==> config.mk <==
export PLATFORM = sky130hd
export DESIGN_NAME = hack_cpu_mc
export DESIGN_NICKNAME = d
export VERILOG_FILES = /design/src/rtl/hack_pkg.sv /design/src/rtl/hack_alu.sv /design/src/rtl/hack_cpu_mc.sv
export SDC_FILE = /design/constraint.sdc
export NUM_CORES = 1
export LEC_CHECK = 0
export CORE_ASPECT_RATIO = 1.4
export CORE_UTILIZATION = 42
export DETAILED_ROUTE_END_ITERATION = 8
export PLACE_DENSITY = 0.66
export RECOVER_POWER = 50
export SKIP_LAST_GASP = 1
export SYNTH_ARGS = -nofsm -noshare
export SYNTH_HDL_FRONTEND = slang
export SYNTH_SLANG_ARGS = --single-unit
==> constraint.sdc <==
create_clock -name clk -period 8.8 [get_ports clk]
set_clock_uncertainty 0.2 [all_clocks]
set_input_delay 0.88 -clock clk [delete_from_list [all_inputs] [get_ports clk]]
set_output_delay 0.88 -clock clk [all_outputs]
set_load 0.1 [all_outputs]
==> src/rtl/hack_pkg.sv <==
// hack_pkg: shared state encoding, instruction field positions and jump decode for the Hack core.
package hack_pkg;

    typedef enum logic [1:0] {FETCH, MREAD, EXEC, MWRITE} state_t;

    localparam int IS_C   = 15;
    localparam int A_BIT  = 12;
    localparam int DEST_A = 5;
    localparam int DEST_D = 4;
    localparam int DEST_M = 3;

    // Jump field bits: each one enables a sign class of the ALU result.
    localparam int J_LT = 2;
    localparam int J_EQ = 1;
    localparam int J_GT = 0;

    function automatic logic jump_taken(input logic [2:0] j, input logic zr, input logic ng);
        return (j[J_LT] & ng) | (j[J_EQ] & zr) | (j[J_GT] & ~ng & ~zr);
    endfunction

endpackage

==> src/rtl/hack_alu.sv <==
// hack_alu: combinational Hack ALU with zero/negate conditioning of both operands.
module hack_alu #(
    parameter int DATA_W = 16
) (
    input  logic [DATA_W-1:0] x,
    input  logic [DATA_W-1:0] y,
    input  logic              zx,
    input  logic              nx,
    input  logic              zy,
    input  logic              ny,
    input  logic              f,
    input  logic              no,
    output logic [DATA_W-1:0] out,
    output logic              zr,
    output logic              ng
);

    logic [DATA_W-1:0] xz, xn, yz, yn, fo;

    assign xz  = zx ? '0 : x;
    assign xn  = nx ? ~xz : xz;
    assign yz  = zy ? '0 : y;
    assign yn  = ny ? ~yz : yz;
    assign fo  = f ? xn + yn : xn & yn;
    assign out = no ? ~fo : fo;
    assign zr  = out == '0;
    assign ng  = out[DATA_W-1];

endmodule

==> src/rtl/hack_cpu_mc.sv <==
// hack_cpu_mc: multi-cycle Hack CPU; fetch and data accesses stall on req/ack handshakes.
module hack_cpu_mc
    import hack_pkg::*;
#(
    parameter int DATA_W   = 16,
    parameter int ADDR_W   = 15,
    parameter int PC_W     = 15,
    parameter int RESET_PC = 0
) (
    input  logic              clk,
    input  logic              reset,
    output logic              imem_req,
    output logic [PC_W-1:0]   imem_addr,
    input  logic              imem_ack,
    input  logic [15:0]       imem_rdata,
    output logic              dmem_req,
    output logic              dmem_we,
    output logic [ADDR_W-1:0] dmem_addr,
    output logic [DATA_W-1:0] dmem_wdata,
    input  logic              dmem_ack,
    input  logic [DATA_W-1:0] dmem_rdata,
    output logic [PC_W-1:0]   pc,
    output logic [DATA_W-1:0] a_out,
    output logic [DATA_W-1:0] d_out,
    output logic              retire,
    output logic              halted
);

    state_t              state_q, state_d;
    logic [PC_W-1:0]     pc_q, pc_d, pc_inc;
    logic [DATA_W-1:0]   a_q, a_d, d_q, d_d, m_q, m_d, wdata_q, wdata_d;
    logic [ADDR_W-1:0]   waddr_q, waddr_d;
    logic [15:0]         ir_q, ir_d;
    logic                halted_q, halted_d, selfjmp_q, selfjmp_d;
    logic [DATA_W-1:0]   alu_out;
    logic                zr, ng, take;

    hack_alu #(.DATA_W(DATA_W)) u_alu (
        .x(d_q), .y(ir_q[A_BIT] ? m_q : a_q),
        .zx(ir_q[11]), .nx(ir_q[10]), .zy(ir_q[9]), .ny(ir_q[8]), .f(ir_q[7]), .no(ir_q[6]),
        .out(alu_out), .zr(zr), .ng(ng)
    );

    assign pc_inc     = pc_q + PC_W'(1);
    assign take       = jump_taken(ir_q[2:0], zr, ng);
    assign imem_addr  = pc_q;
    assign pc         = pc_q;
    assign a_out      = a_q;
    assign d_out      = d_q;
    assign dmem_wdata = wdata_q;
    assign halted     = halted_q;

    always_comb begin
        state_d   = state_q;
        pc_d      = pc_q;
        a_d       = a_q;
        d_d       = d_q;
        m_d       = m_q;
        ir_d      = ir_q;
        wdata_d   = wdata_q;
        waddr_d   = waddr_q;
        halted_d  = halted_q;
        selfjmp_d = selfjmp_q;
        imem_req  = 1'b0;
        dmem_req  = 1'b0;
        dmem_we   = 1'b0;
        dmem_addr = a_q[ADDR_W-1:0];
        retire    = 1'b0;
        case (state_q)
            FETCH: begin
                imem_req = 1'b1;
                if (imem_ack) begin
                    ir_d    = imem_rdata;
                    state_d = (imem_rdata[IS_C] && imem_rdata[A_BIT]) ? MREAD : EXEC;
                end
            end
            MREAD: begin
                dmem_req = 1'b1;
                if (dmem_ack) begin
                    m_d     = dmem_rdata;
                    state_d = EXEC;
                end
            end
            EXEC: begin
                if (!ir_q[IS_C]) begin
                    a_d     = DATA_W'(ir_q[IS_C-1:0]);
                    pc_d    = pc_inc;
                    retire  = 1'b1;
                    state_d = FETCH;
                end else begin
                    pc_d      = take ? a_q[PC_W-1:0] : pc_inc;
                    a_d       = ir_q[DEST_A] ? alu_out : a_q;
                    d_d       = ir_q[DEST_D] ? alu_out : d_q;
                    selfjmp_d = take && (a_q[PC_W-1:0] == pc_q);
                    wdata_d   = alu_out;
                    waddr_d   = a_q[ADDR_W-1:0];
                    // A pending M write defers retire (and the halt flag) to MWRITE.
                    retire    = !ir_q[DEST_M];
                    halted_d  = halted_q | (selfjmp_d & !ir_q[DEST_M]);
                    state_d   = ir_q[DEST_M] ? MWRITE : FETCH;
                end
            end
            MWRITE: begin
                dmem_req  = 1'b1;
                dmem_we   = 1'b1;
                dmem_addr = waddr_q;
                if (dmem_ack) begin
                    retire   = 1'b1;
                    halted_d = halted_q | selfjmp_q;
                    state_d  = FETCH;
                end
            end
        endcase
        if (reset) begin
            imem_req = 1'b0;
            dmem_req = 1'b0;
            dmem_we  = 1'b0;
            retire   = 1'b0;
        end
    end

    always_ff @(posedge clk) begin
        if (reset) begin
            state_q   <= FETCH;
            pc_q      <= PC_W'(RESET_PC);
            a_q       <= '0;
            d_q       <= '0;
            m_q       <= '0;
            ir_q      <= '0;
            wdata_q   <= '0;
            waddr_q   <= '0;
            halted_q  <= 1'b0;
            selfjmp_q <= 1'b0;
        end else begin
            state_q   <= state_d;
            pc_q      <= pc_d;
            a_q       <= a_d;
            d_q       <= d_d;
            m_q       <= m_d;
            ir_q      <= ir_d;
            wdata_q   <= wdata_d;
            waddr_q   <= waddr_d;
            halted_q  <= halted_d;
            selfjmp_q <= selfjmp_d;
        end
    end

endmodule
==> flow_metrics.env <==
export IMPL_dp_final_hpwl_mm=15.86
export IMPL_setup_worst_path_class="flop to flop"
export IMPL_reg2regPathDepth=17
export IMPL_postLayoutSetupSlackWorst_ps=3332
export IMPL_area_delta_synth_final_pct=25.66
export IMPL_achievable_frequency_ghz=0.1829
export IMPL_totalWireLength_mm=22.15
export IMPL_netlist_cell_type_count=67
export IMPL_ys_seq_elements=114
export IMPL_yosysTopAreaCell="sky130_fd_sc_hd__dfxtp_1"
export IMPL_critical_path_peak_fanout=40
export IMPL_synthesis_area_per_instance_um2=7.727
export IMPL_asyncSetResetFlopFracSynth=0
export IMPL_detail_route_first_pass_iterations=7
export IMPL_cts_root_buffer="sky130_fd_sc_hd__clkbuf_16"
export IMPL_grt_antenna_before_repair=0
export IMPL_globalRoute_totalOverflow=0
export IMPL_routed_via_density=5.594
export IMPL_fin_area_um2=8971
export IMPL_floorplan_die_height_um=156.3
export IMPL_synth_edff_count=0
export IMPL_detail_route_drc_violations=13
export IMPL_worst_slew_margin_rel=0.2248
export IMPL_violated_checks="DRC"
export IMPL_fin_crit_ps=5468
export IMPL_die_width_um=112.2
export IMPL_routed_via_count=6825
export IMPL_rsz0062_at_grt="false"
export IMPL_die_area_um2=17530
export IMPL_io_pin_count=134
export IMPL_ys_warn_count=0
export IMPL_worstSetupEndpointType="flop"
export IMPL_fp_row_count=56
export IMPL_first_global_vias=6538
export IMPL_post_syn_nets=978
export IMPL_preCtsSetupSlack_ps=3374
export IMPL_cts_htree_levels=4
export IMPL_tritoncts_num_sinks=114
export IMPL_period_share=0.6214
export IMPL_grt_first_pass_wirelength_mm=35.09
export IMPL_start_util=0.4281
export IMPL_max_cap_violations=0
export IMPL_synthTopCellsByArea="sky130_fd_sc_hd__dfxtp_1 32%, sky130_fd_sc_hd__nand2_1 10%, sky130_fd_sc_hd__a21oi_1 7.1%, sky130_fd_sc_hd__xnor2_1 4.7%, sky130_fd_sc_hd__mux2i_1 4.1%"
export IMPL_p_leak_nw=3.445
export IMPL_power_density_cell_area_nw_per_um2=183.2
export IMPL_dominantRegCellSynth="sky130_fd_sc_hd__dfxtp_1"
export IMPL_routed_wire_length_per_instance_um=18.16
export IMPL_post_dp_cell_area_um2=8406
export IMPL_final_hold_viol_count=0
export IMPL_cts_hold_buffers=0
export IMPL_timing_max_transition_violations_final=0
export IMPL_hold_class="flop to flop"
export IMPL_tritoncts_clock_tree="built"
export IMPL_synth_top_area_frac=0.3197
export IMPL_startpoint_type="flop"
export IMPL_final_setup_tns_ps=0
export IMPL_fin_nets=1058
export IMPL_grt_start_max_net_pins=94
export IMPL_tightest_slew_ps=1160
export IMPL_max_vdd_ir_drop_mv=0.1096
export IMPL_post_cts_clock_slew_at_the_launch_and_capture_registers_of_the_worst_setup_and_hold_paths_ps=60
export IMPL_grt_usage=0.2587
export IMPL_port_buffers=133
export IMPL_place_gp_congestion=0.8777
export IMPL_drive_gt1_frac=0.07571
export IMPL_synth_yosys_seq_area_share=0.3197
export IMPL_syn_area_um2=7139
export IMPL_drt_first_iter_violations=406
export IMPL_ctsResizeCount=0
export IMPL_core_region_area_um2=16680
export IMPL_worstSkewPairLatency_ps=410
export IMPL_sequential_cell_area_um2=2282
export IMPL_fill_cell_instance_count_of_the_final_layout=1648
export IMPL_yosys_top_cells_count="194 x sky130_fd_sc_hd__nand2_1, 114 x sky130_fd_sc_hd__dfxtp_1, 101 x sky130_fd_sc_hd__a21oi_1, 71 x sky130_fd_sc_hd__nor2_1, 55 x sky130_fd_sc_hd__clkbuf_1"
export IMPL_run_status="complete, but fails checks"
export IMPL_clock_path_buffers=2
export IMPL_hold_depth=2
export IMPL_critical_path_required_ps=8850
export IMPL_detail_route_antenna_nets=0
export IMPL_multi_input_area_um2=4432
export IMPL_post_synth_inst_count=924
export IMPL_synthMostInstantiatedCell="sky130_fd_sc_hd__nand2_1"
export IMPL_cts_repair_timing_setup_buffer_count=0
export IMPL_cts_buffers=17
export IMPL_insertedDiodeCount=0
export IMPL_final_util=0.5380
export IMPL_setup_viol=0
export IMPL_worstPathArrival_ps=5520
## worst max-delay path, cell delays in order, from the launching register on
cell	delay [ps]
sky130_fd_sc_hd__dfxtp_1	950
sky130_fd_sc_hd__mux2i_1	280
sky130_fd_sc_hd__nor2_1	70
sky130_fd_sc_hd__xor2_1	170
sky130_fd_sc_hd__ha_1	320
sky130_fd_sc_hd__fa_1	460
sky130_fd_sc_hd__a211oi_2	330
sky130_fd_sc_hd__o21ai_4	150
sky130_fd_sc_hd__a21oi_2	160
sky130_fd_sc_hd__a211oi_1	60
sky130_fd_sc_hd__or4_4	550
sky130_fd_sc_hd__a221o_1	270
sky130_fd_sc_hd__and4bb_1	300
sky130_fd_sc_hd__a31oi_1	130
sky130_fd_sc_hd__o21ai_2	160
sky130_fd_sc_hd__buf_4	400
sky130_fd_sc_hd__a2bb2oi_1	220
sky130_fd_sc_hd__a31oi_1	100
## kinds of logic (layout without fill, tap and decap cells)
logic type | count (synthesis) | in the layout | synth area share
flops | 114 | 114 | 0.3197
xor+xnor | 70 | 70 | 0.08587
buf+inv | 92 | 185 | 0.05994
mux | 44 | 44 | 0.06432
fa+ha+maj | 18 | 18 | 0.03260
simple gates | 373 | 373 | 0.2345
compound gates | 213 | 213 | 0.2031
## routing by layer
metal / global-route usage / vias to the layer above / part of all wire
met5: 0 / - / 0
met4: 0.1276 / 0 / 0.038
met3: 0.03524 / 40 / 0.044
met2: 0.4759 / 199 / 0.52
met1: 0.2919 / 3222 / 0.40
li1: - / 3364 / -
## where the power goes
| group | internal (mW) | total (mW) | switching [mW] | leakage [nW] |
|---|---|---|---|---|
| logic | 0.126 | 0.401 | 0.275 | 2.24 |
| clock network | 0.397 | 0.673 | 0.277 | 0.279 |
| registers | 0.532 | 0.569 | 0.0371 | 0.923 |
| total | 1.05 | 1.64 | 0.589 | 3.44 |
## area by class of cell
class,instances,area share
clock inverters,15,0.01646
well taps,203,0.02831
flip-flops and latches,114,0.2544
clock buffers,17,0.04742
multi-input cells,718,0.4940
repair buffers,142,0.1548
inverters,11,0.004603
## worst paths after layout
check	startpoint	endpoint	slack (ps)
worst max register to register	ir_q[12]	imem_addr[10]	3330
worst min-delay path	dmem_wdata[10]	dmem_wdata[10]	250
worst min register to register	dmem_wdata[10]	dmem_wdata[10]	250
worst max-delay path	ir_q[12]	imem_addr[10]	3330
## stage by stage
| stage | hold WS (ps) | total power, mW | cells |
|---|---|---|---|
| after detailed placement | 246.7 | 0.9811 | 1188 |
| after CTS | 254.4 | 1.653 | 1220 |
| final | 250.8 | 1.643 | 1220 |
| after global routing | 266.5 | 1.705 | 1220 |
| after global placement | 239.6 | 0.9792 | 1188 |
| after floorplan | 233.8 | 0.8742 | 924 |
## state kept, by name (all words and copies together), names as in the netlist
signal,count
imem_addr,15
dmem_wdata,16
a_out,16
ir_q,16
selfjmp_q,1
halted,1
waddr_q,15
d_out,16
m_q,16
state_q,2
## cells in the final DEF (no fill, tap or decap), types with 8 or more instances in the layout
cell type | netlist | final
sky130_fd_sc_hd__o211ai_1 | 8 | 8
sky130_fd_sc_hd__nand2_1 | 194 | 194
sky130_fd_sc_hd__clkbuf_16 | 0 | 17
sky130_fd_sc_hd__nand3b_1 | 9 | 9
sky130_fd_sc_hd__a211oi_1 | 22 | 22
sky130_fd_sc_hd__a21oi_1 | 101 | 101
sky130_fd_sc_hd__a2bb2oi_2 | 9 | 9
sky130_fd_sc_hd__nand3_1 | 23 | 23
sky130_fd_sc_hd__o21ai_0 | 8 | 8
sky130_fd_sc_hd__clkdlybuf4s50_1 | 0 | 74
sky130_fd_sc_hd__xnor2_1 | 38 | 38
sky130_fd_sc_hd__inv_1 | 9 | 9
sky130_fd_sc_hd__a21o_1 | 10 | 10
sky130_fd_sc_hd__nor2b_1 | 8 | 8
sky130_fd_sc_hd__nor2_1 | 71 | 70
sky130_fd_sc_hd__mux2i_1 | 29 | 29
sky130_fd_sc_hd__a31oi_1 | 17 | 17
sky130_fd_sc_hd__xor2_1 | 32 | 32
sky130_fd_sc_hd__and3_1 | 11 | 11
sky130_fd_sc_hd__dlygate4sd3_1 | 0 | 58
sky130_fd_sc_hd__nor3_1 | 12 | 12
sky130_fd_sc_hd__ha_1 | 17 | 17
sky130_fd_sc_hd__mux2_2 | 15 | 15
sky130_fd_sc_hd__nand2b_1 | 19 | 19
sky130_fd_sc_hd__dfxtp_1 | 114 | 114
sky130_fd_sc_hd__buf_4 | 17 | 8
(Power assumes the default switching activity.)
